File: config.mk
export PLATFORM = sky130hd
export DESIGN_NAME = mc_control_flat
export DESIGN_NICKNAME = d
export VERILOG_FILES = /design/src/rtl/mc_control_if.sv /design/src/rtl/mc_control.sv /design/src/flat_wrapper.sv
export SDC_FILE = /design/constraint.sdc
export NUM_CORES = 1
export LEC_CHECK = 0
export CORE_AREA = 2 2 72 74
export CTS_CLUSTER_DIAMETER = 100
export DETAILED_ROUTE_END_ITERATION = 16
export DIE_AREA = 0 0 74 76
export PLACE_DENSITY = 0.88
export SYNTH_ARGS = -nofsm -noshare
export SYNTH_HDL_FRONTEND = slang
export SYNTH_SLANG_ARGS = --single-unit
File: constraint.sdc
create_clock -name clk_i -period 5.1 [get_ports clk_i]
set_input_delay 1.02 -clock clk_i [delete_from_list [all_inputs] [get_ports clk_i]]
set_output_delay 1.02 -clock clk_i [all_outputs]
set_load 0.02 [all_outputs]
File: src/rtl/mc_control_if.sv
// Control bundle between the multicycle MIPS controller and its datapath/memory.
// The master modport is the controller side; the slave modport is the datapath side.
interface mc_control_if #(
    parameter int CNT_W = 32
);
    logic [5:0]       opcode;
    logic [5:0]       funct;
    logic             alu_zero;
    logic             mem_ready;
    logic             mem_re;
    logic             mem_we;
    logic             ir_we;
    logic             pc_we;
    logic [1:0]       pc_src;
    logic             tgt_we;
    logic [1:0]       alu_src_a;
    logic [2:0]       alu_src_b;
    logic [3:0]       alu_op;
    logic             reg_we;
    logic [1:0]       reg_dst;
    logic [1:0]       wb_sel;
    logic             illegal;
    logic [CNT_W-1:0] retired;

    modport master (
        input  opcode, funct, alu_zero, mem_ready,
        output mem_re, mem_we, ir_we, pc_we, pc_src, tgt_we, alu_src_a, alu_src_b,
               alu_op, reg_we, reg_dst, wb_sel, illegal, retired
    );

    modport slave (
        output opcode, funct, alu_zero, mem_ready,
        input  mem_re, mem_we, ir_we, pc_we, pc_src, tgt_we, alu_src_a, alu_src_b,
               alu_op, reg_we, reg_dst, wb_sel, illegal, retired
    );
endinterface

File: src/rtl/mc_control.sv
// Multicycle MIPS control FSM: one state per cycle, memory ready handshake,
// sticky illegal-instruction flag and a wrapping retired-instruction counter.
module mc_control #(
    parameter int CNT_W = 32
) (
    input  logic         clk_i,
    input  logic         rst_i,
    mc_control_if.master ctl
);
    typedef enum logic [3:0] {
        S_FETCH, S_DECODE, S_EXEC_R, S_EXEC_I, S_WB_ALU, S_MEM_ADDR, S_MEM_RD,
        S_WB_MEM, S_MEM_WR, S_BRANCH, S_JUMP, S_JUMP_R, S_HALT
    } state_e;

    typedef enum logic [3:0] {
        ALU_ADD, ALU_SUB, ALU_AND, ALU_OR, ALU_XOR, ALU_NOR, ALU_SLT, ALU_SLTU,
        ALU_SLL, ALU_SRL, ALU_SRA, ALU_PASSB
    } alu_op_e;

    typedef enum logic [2:0] {
        C_R_ALU, C_I_ALU, C_MEM, C_BRANCH, C_JUMP, C_JR, C_ILL
    } iclass_e;

    state_e           state_q, state_d;
    logic             illegal_q;
    logic [CNT_W-1:0] retired_q;

    iclass_e          iclass;
    alu_op_e          r_op, i_op;
    logic [2:0]       i_src_b;
    logic             is_shift;
    logic             retire;
    logic             mem_re_c, mem_we_c, ir_we_c, pc_we_c, tgt_we_c, reg_we_c;

    // NOTE: every signal written in an always_comb gets a default first, so no path leaves it unassigned and no latch is inferred.
    always_comb begin
        iclass   = C_ILL;
        r_op     = ALU_ADD;
        i_op     = ALU_ADD;
        i_src_b  = 3'd2;
        is_shift = 1'b0;
        unique case (ctl.opcode)
            6'h00: begin
                iclass = C_R_ALU;
                case (ctl.funct)
                    6'h21:   r_op = ALU_ADD;
                    6'h23:   r_op = ALU_SUB;
                    6'h24:   r_op = ALU_AND;
                    6'h25:   r_op = ALU_OR;
                    6'h26:   r_op = ALU_XOR;
                    6'h27:   r_op = ALU_NOR;
                    6'h2A:   r_op = ALU_SLT;
                    6'h2B:   r_op = ALU_SLTU;
                    6'h00:   begin r_op = ALU_SLL; is_shift = 1'b1; end
                    6'h02:   begin r_op = ALU_SRL; is_shift = 1'b1; end
                    6'h03:   begin r_op = ALU_SRA; is_shift = 1'b1; end
                    6'h08:   iclass = C_JR;
                    default: iclass = C_ILL;
                endcase
            end
            6'h09:   begin iclass = C_I_ALU; i_op = ALU_ADD;  end
            6'h0A:   begin iclass = C_I_ALU; i_op = ALU_SLT;  end
            6'h0B:   begin iclass = C_I_ALU; i_op = ALU_SLTU; end
            6'h0C:   begin iclass = C_I_ALU; i_op = ALU_AND;   i_src_b = 3'd3; end
            6'h0D:   begin iclass = C_I_ALU; i_op = ALU_OR;    i_src_b = 3'd3; end
            6'h0E:   begin iclass = C_I_ALU; i_op = ALU_XOR;   i_src_b = 3'd3; end
            6'h0F:   begin iclass = C_I_ALU; i_op = ALU_PASSB; i_src_b = 3'd5; end
            6'h23, 6'h2B: iclass = C_MEM;
            6'h04, 6'h05: iclass = C_BRANCH;
            6'h02, 6'h03: iclass = C_JUMP;
            default: iclass = C_ILL;
        endcase
    end

    always_comb begin
        state_d = state_q;
        retire  = 1'b0;
        unique case (state_q)
            S_FETCH:  if (ctl.mem_ready) state_d = S_DECODE;
            S_DECODE: begin
                unique case (iclass)
                    C_R_ALU:  state_d = S_EXEC_R;
                    C_I_ALU:  state_d = S_EXEC_I;
                    C_MEM:    state_d = S_MEM_ADDR;
                    C_BRANCH: state_d = S_BRANCH;
                    C_JUMP:   state_d = S_JUMP;
                    C_JR:     state_d = S_JUMP_R;
                    default:  state_d = S_HALT;
                endcase
            end
            S_EXEC_R, S_EXEC_I: state_d = S_WB_ALU;
            S_MEM_ADDR: state_d = (ctl.opcode == 6'h23) ? S_MEM_RD : S_MEM_WR;
            S_MEM_RD:   if (ctl.mem_ready) state_d = S_WB_MEM;
            S_MEM_WR: begin
                if (ctl.mem_ready) begin
                    state_d = S_FETCH;
                    retire  = 1'b1;
                end
            end
            S_WB_ALU, S_WB_MEM, S_BRANCH, S_JUMP, S_JUMP_R: begin
                state_d = S_FETCH;
                retire  = 1'b1;
            end
            default: state_d = S_HALT;
        endcase
    end

    always_comb begin
        mem_re_c = 1'b0; mem_we_c = 1'b0; ir_we_c = 1'b0;
        pc_we_c  = 1'b0; tgt_we_c = 1'b0; reg_we_c = 1'b0;
        ctl.pc_src    = 2'd0;
        ctl.alu_src_a = 2'd0;
        ctl.alu_src_b = 3'd0;
        ctl.alu_op    = ALU_ADD;
        ctl.reg_dst   = 2'd0;
        ctl.wb_sel    = 2'd0;
        unique case (state_q)
            S_FETCH: begin
                mem_re_c      = 1'b1;
                ctl.alu_src_b = 3'd1;
                ir_we_c       = ctl.mem_ready;
                pc_we_c       = ctl.mem_ready;
            end
            S_DECODE: begin
                ctl.alu_src_b = 3'd4;
                tgt_we_c      = 1'b1;
            end
            S_EXEC_R: begin
                ctl.alu_src_a = is_shift ? 2'd2 : 2'd1;
                ctl.alu_op    = r_op;
            end
            S_EXEC_I: begin
                ctl.alu_src_a = 2'd1;
                ctl.alu_src_b = i_src_b;
                ctl.alu_op    = i_op;
            end
            S_WB_ALU: begin
                reg_we_c    = 1'b1;
                ctl.reg_dst = (ctl.opcode == 6'h00) ? 2'd1 : 2'd0;
            end
            S_MEM_ADDR: begin
                ctl.alu_src_a = 2'd1;
                ctl.alu_src_b = 3'd2;
            end
            S_MEM_RD: mem_re_c = 1'b1;
            S_WB_MEM: begin
                reg_we_c   = 1'b1;
                ctl.wb_sel = 2'd1;
            end
            S_MEM_WR: mem_we_c = 1'b1;
            S_BRANCH: begin
                ctl.alu_src_a = 2'd1;
                ctl.alu_op    = ALU_SUB;
                // opcode bit 0 distinguishes BNE (0x05) from BEQ (0x04)
                pc_we_c       = ctl.alu_zero ^ ctl.opcode[0];
                ctl.pc_src    = 2'd1;
            end
            S_JUMP: begin
                pc_we_c    = 1'b1;
                ctl.pc_src = 2'd2;
                if (ctl.opcode == 6'h03) begin
                    reg_we_c    = 1'b1;
                    ctl.reg_dst = 2'd2;
                    ctl.wb_sel  = 2'd2;
                end
            end
            S_JUMP_R: begin
                pc_we_c    = 1'b1;
                ctl.pc_src = 2'd3;
            end
            default: ;
        endcase
    end

    assign ctl.mem_re  = mem_re_c & ~rst_i;
    assign ctl.mem_we  = mem_we_c & ~rst_i;
    assign ctl.ir_we   = ir_we_c  & ~rst_i;
    assign ctl.pc_we   = pc_we_c  & ~rst_i;
    assign ctl.tgt_we  = tgt_we_c & ~rst_i;
    assign ctl.reg_we  = reg_we_c & ~rst_i;
    assign ctl.illegal = illegal_q;
    assign ctl.retired = retired_q;

    // NOTE: sequential state uses non-blocking assignments so every register samples pre-edge values.
    always_ff @(posedge clk_i) begin
        if (rst_i) begin
            state_q   <= S_FETCH;
            illegal_q <= 1'b0;
            retired_q <= '0;
        end else begin
            state_q   <= state_d;
            illegal_q <= illegal_q | (state_d == S_HALT);
            if (retire) retired_q <= retired_q + CNT_W'(1);
        end
    end
endmodule

File: src/flat_wrapper.sv
// flat-port wrapper written by rule: the top's interface ports become plain ports
module mc_control_flat 
#(
    parameter int CNT_W = 32
)
  (clk_i, rst_i, ctl_opcode, ctl_funct, ctl_alu_zero, ctl_mem_ready, ctl_mem_re, ctl_mem_we, ctl_ir_we, ctl_pc_we, ctl_pc_src, ctl_tgt_we, ctl_alu_src_a, ctl_alu_src_b, ctl_alu_op, ctl_reg_we, ctl_reg_dst, ctl_wb_sel, ctl_illegal, ctl_retired);
  mc_control_if #(.CNT_W(CNT_W)) ctl_i ();
  input  logic clk_i;
  input  logic rst_i;
  input wire logic [$bits(ctl_i.opcode)-1:0] ctl_opcode;
  input wire logic [$bits(ctl_i.funct)-1:0] ctl_funct;
  input wire logic [$bits(ctl_i.alu_zero)-1:0] ctl_alu_zero;
  input wire logic [$bits(ctl_i.mem_ready)-1:0] ctl_mem_ready;
  output wire logic [$bits(ctl_i.mem_re)-1:0] ctl_mem_re;
  output wire logic [$bits(ctl_i.mem_we)-1:0] ctl_mem_we;
  output wire logic [$bits(ctl_i.ir_we)-1:0] ctl_ir_we;
  output wire logic [$bits(ctl_i.pc_we)-1:0] ctl_pc_we;
  output wire logic [$bits(ctl_i.pc_src)-1:0] ctl_pc_src;
  output wire logic [$bits(ctl_i.tgt_we)-1:0] ctl_tgt_we;
  output wire logic [$bits(ctl_i.alu_src_a)-1:0] ctl_alu_src_a;
  output wire logic [$bits(ctl_i.alu_src_b)-1:0] ctl_alu_src_b;
  output wire logic [$bits(ctl_i.alu_op)-1:0] ctl_alu_op;
  output wire logic [$bits(ctl_i.reg_we)-1:0] ctl_reg_we;
  output wire logic [$bits(ctl_i.reg_dst)-1:0] ctl_reg_dst;
  output wire logic [$bits(ctl_i.wb_sel)-1:0] ctl_wb_sel;
  output wire logic [$bits(ctl_i.illegal)-1:0] ctl_illegal;
  output wire logic [$bits(ctl_i.retired)-1:0] ctl_retired;
  assign ctl_i.opcode = ctl_opcode;
  assign ctl_i.funct = ctl_funct;
  assign ctl_i.alu_zero = ctl_alu_zero;
  assign ctl_i.mem_ready = ctl_mem_ready;
  assign ctl_mem_re = ctl_i.mem_re;
  assign ctl_mem_we = ctl_i.mem_we;
  assign ctl_ir_we = ctl_i.ir_we;
  assign ctl_pc_we = ctl_i.pc_we;
  assign ctl_pc_src = ctl_i.pc_src;
  assign ctl_tgt_we = ctl_i.tgt_we;
  assign ctl_alu_src_a = ctl_i.alu_src_a;
  assign ctl_alu_src_b = ctl_i.alu_src_b;
  assign ctl_alu_op = ctl_i.alu_op;
  assign ctl_reg_we = ctl_i.reg_we;
  assign ctl_reg_dst = ctl_i.reg_dst;
  assign ctl_wb_sel = ctl_i.wb_sel;
  assign ctl_illegal = ctl_i.illegal;
  assign ctl_retired = ctl_i.retired;
  mc_control #(.CNT_W(CNT_W)) u_core (.clk_i(clk_i), .rst_i(rst_i), .ctl(ctl_i));
endmodule
==> results of run 1 <==
## worst reg2reg max path, stage by stage (launching register included)
cell      delay, ns
dfxtp_1        0.57
nand2b_1       0.31
a21o_1         0.19
and4_1         0.56
nand4_1        0.28
or3_1          0.37
a21oi_1        0.15
## registers in the layout, indices dropped and copies added (netlist names)
signal,cells
u_core.state_q,4
u_core.ctl.retired,32
u_core.ctl.illegal,1
## metal layers
layer  vias to the layer above  part of all wire  track usage
li1                       1300                 -            -
met1                      1240              0.42       0.3027
met2                       119              0.49       0.3982
met3                        12             0.067      0.04894
met4                         0             0.021       0.1000
met5                         -                 0            0
## power groups by stage
stage	clock network (uW)	registers, uW	logic [uW]
floorplan	0	307	72.3
global placement	0	311	117
detailed placement	0	311	118
CTS	221	304	119
global route	228	306	129
finish	219	304	120
## layout make-up
| cell class | count | area (um2) |
|---|---|---|
| tap | 70 | 87.58 |
| clock buffer | 6 | 82.58 |
| inverter | 10 | 37.54 |
| timing repair buffer | 74 | 728.2 |
| fill | 390 | 1642 |
| sequential | 37 | 740.7 |
| clock inverter | 2 | 13.76 |
| multi-input combinational | 261 | 1580 |
## path summary, 6_finish.rpt
path                                  startpoint                                  end  depth (start not counted)
min reg2reg  u_core.ctl.retired[31]$_SDFFE_PP0P_  u_core.ctl.retired[31]$_SDFFE_PP0P_                          2
max                                ctl_opcode[0]                        ctl_alu_op[0]                          8
max reg2reg         u_core.state_q[1]$_SDFF_PP0_  u_core.ctl.retired[28]$_SDFFE_PP0P_                          6
min          u_core.ctl.retired[31]$_SDFFE_PP0P_  u_core.ctl.retired[31]$_SDFFE_PP0P_                          2
## Yosys cell counts (2+ instances only)
master,n
nor3_1,10
a21o_1,2
dfxtp_1,37
nand2_1,29
xor2_1,14
and3_1,5
xnor2_1,13
clkbuf_1,19
nand2b_1,9
a221o_1,3
nor4_1,9
or4_1,5
buf_2,2
nand4_1,18
nand3_1,12
o21ai_0,11
and4_1,4
and3b_1,2
nor2b_1,9
o31ai_1,3
a211oi_1,2
a21oi_1,16
and2_1,8
inv_1,9
or3_1,6
nand4b_1,2
or2_2,2
nor2_1,44
## metrics by stage
stage	hold WS, ns	utilization	area (um2)	setup slack (ns)	std cells
floorplan	0.5460	-	2447	1.151	330
global placement	0.4749	0.6462	3174	0.4762	452
detailed placement	0.4755	0.6462	3174	0.4238	452
CTS	0.5014	0.6658	3271	0.4118	460
global route	0.5149	0.6658	3271	0.2784	460
finish	0.5025	0.6658	3271	0.4041	460
## cell families (layout without fill, tap and decap cells)
kind of cell               after synthesis  after routing
and+or+nand+nor                        181            181
AOI/OAI and AO/OA                       50             50
DFF                                     37             37
buffers and inverters                   32             92
xor gates and xnor gates                27             27
muxes                                    2              2
adders and majority gates                1              1
==> flow_summary.yaml, run 1 <==
synth:
  synthDistinctLibCells: 53
  synth_top_family_by_area: "simple AND/OR/NAND/NOR gates"
  synth_top_cell_by_area: "dfxtp_1"
  synth-seq-cells: 37
  synth_fa_ha_area_frac: 0.005112
  async_reset_ff_frac: 0
  yosysSeqAreaShare: 0.3027
  synth-xor-area-share: 0.09663
  synth.yosys.warnings: 0
  syn-num-nets: 347
  synth_area_per_cell_um2: 7.416
  synth.top_cell.area_share: 0.3027
  syn_inst: 330
  synthesis.area_mm2: 0.002447
  synth-edff-count: 0
  synth_compound_area_frac: 0.1334
  synthMuxAreaShare: 0.008691
  ys.flop_type: "dfxtp_1"
  yosys.area_share.simple: 0.4018
  ys_top_cells_by_area: "dfxtp_1 30%, nor2_1 6.7%, xor2_1 5.0%"
setup_path:
  cp.required_ns: 4.08
  slowest_stage: "clkdlybuf4s50_1"
  critical-path-max-stage-delay_ns: 0.60
  path_cells: "clkdlybuf4s50_1 -> or4_1 -> nor2_1 -> nand4b_1 -> or4_1 -> a21oi_1 -> a221o_1 -> clkdlybuf4s50_1"
  setup.worst_path.start_class: "input port"
  path_max_fanout: 3
  cp-end-kind: "primary output"
  crit_type: "in -> out"
  cpLargestDelayFamily: "simple AND/OR/NAND/NOR gates"
  rrSetupSlack_ns: 2.61
  crit_arrival_ns: 3.68
  crit_buf_inv: 2
sta:
  final.setup_skew_ns: 0.006952
  finalMaxSlewViolations: 0
  grt_setup_unrepaired: "false"
  fin_setup_tns_ns: 0
  setup_viol: 0
  maxSlewHeadroom: 0.5404
  hold_violations: 0
  worst_pin_slew_ns: 0.6721
  fmax_mhz: 213.0
  period_share: 0.9208
  min_period_ns: 4.696
placed_design:
  numPortBuffers: 69
  dpl.hpwl_um: 4880
  place.gp.congestion: 0.9108
clock_tree:
  cts_resized: 0
  cts_root_buffer: "clkbuf_8"
  post_cts_buffers: 0
  numCtsBuffers: 5
  cts_sinks: 37
  cts_hold_repair.buffers: 0
  insertion_delay_ns: 0.30
  clk_pin_slew_worst_paths_ns: 0.07
  h-tree-depth: 2
  cts_tree: "built"
  cts_max_path_buffers: 2
detailed_routing:
  viasPerCell: 5.807
  via_count: 2671
  drt_iter0_drc: 203
  drt-pass1-iter-count: 5
  wl_per_cell_um: 14.52
  ant_nets: 0
  post-route-drc-count: 0
  drt_wl_total_um: 6681
global_routing:
  overflow: 0
  grt.total_usage: 0.2421
  grt_pass1_vias: 2364
  grt_pass1_wl_um: 10930
  antenna_found_initial: 0
  grt_max_degree: 41
pwr:
  irDropWorstVdd_v: 0.0001023
  clock_power_share: 0.341
  internal-power_uw: 455.8
  power_switching_uw: 187.2
  swShare: 0.2912
  seq_power_share: 0.473
  leakage_uw: 0.001121
  powerDensity_mw_per_mm2: 196.6
  power.total_uw: 643.0
  p_comb_frac: 0.186
layout:
  layout.nets: 406
  syn_to_final_growth_pct: 33.64
  drive_above_1_share: 0.05641
  layout_commonest_cell: "clkdlybuf4s50_1"
  antennaDiodeCount: 0
  mostFrequentLayoutCells: "69 x clkdlybuf4s50_1, 44 x nor2_1, 37 x dfxtp_1"
floorplan:
  core_area_mm2: 0.004912
  die_area_mm2: 0.005624
  die_w_um: 74
  rows: 26
  ios: 70
  start_util: 0.4982
  die_h_um: 76
flow_run:
  max_cap_violations: 0
hold_path:
  hp-class: "reg -> reg"
outcome:
  status: "complete, no violations"
(Power assumes the default switching activity.)
==> inputs of run 2 (changes only) <==
Settings changed: CAP_MARGIN set to 40.
==> results of run 2 <==
No change in the layout: final DEF, timing and power equal those of run 1.
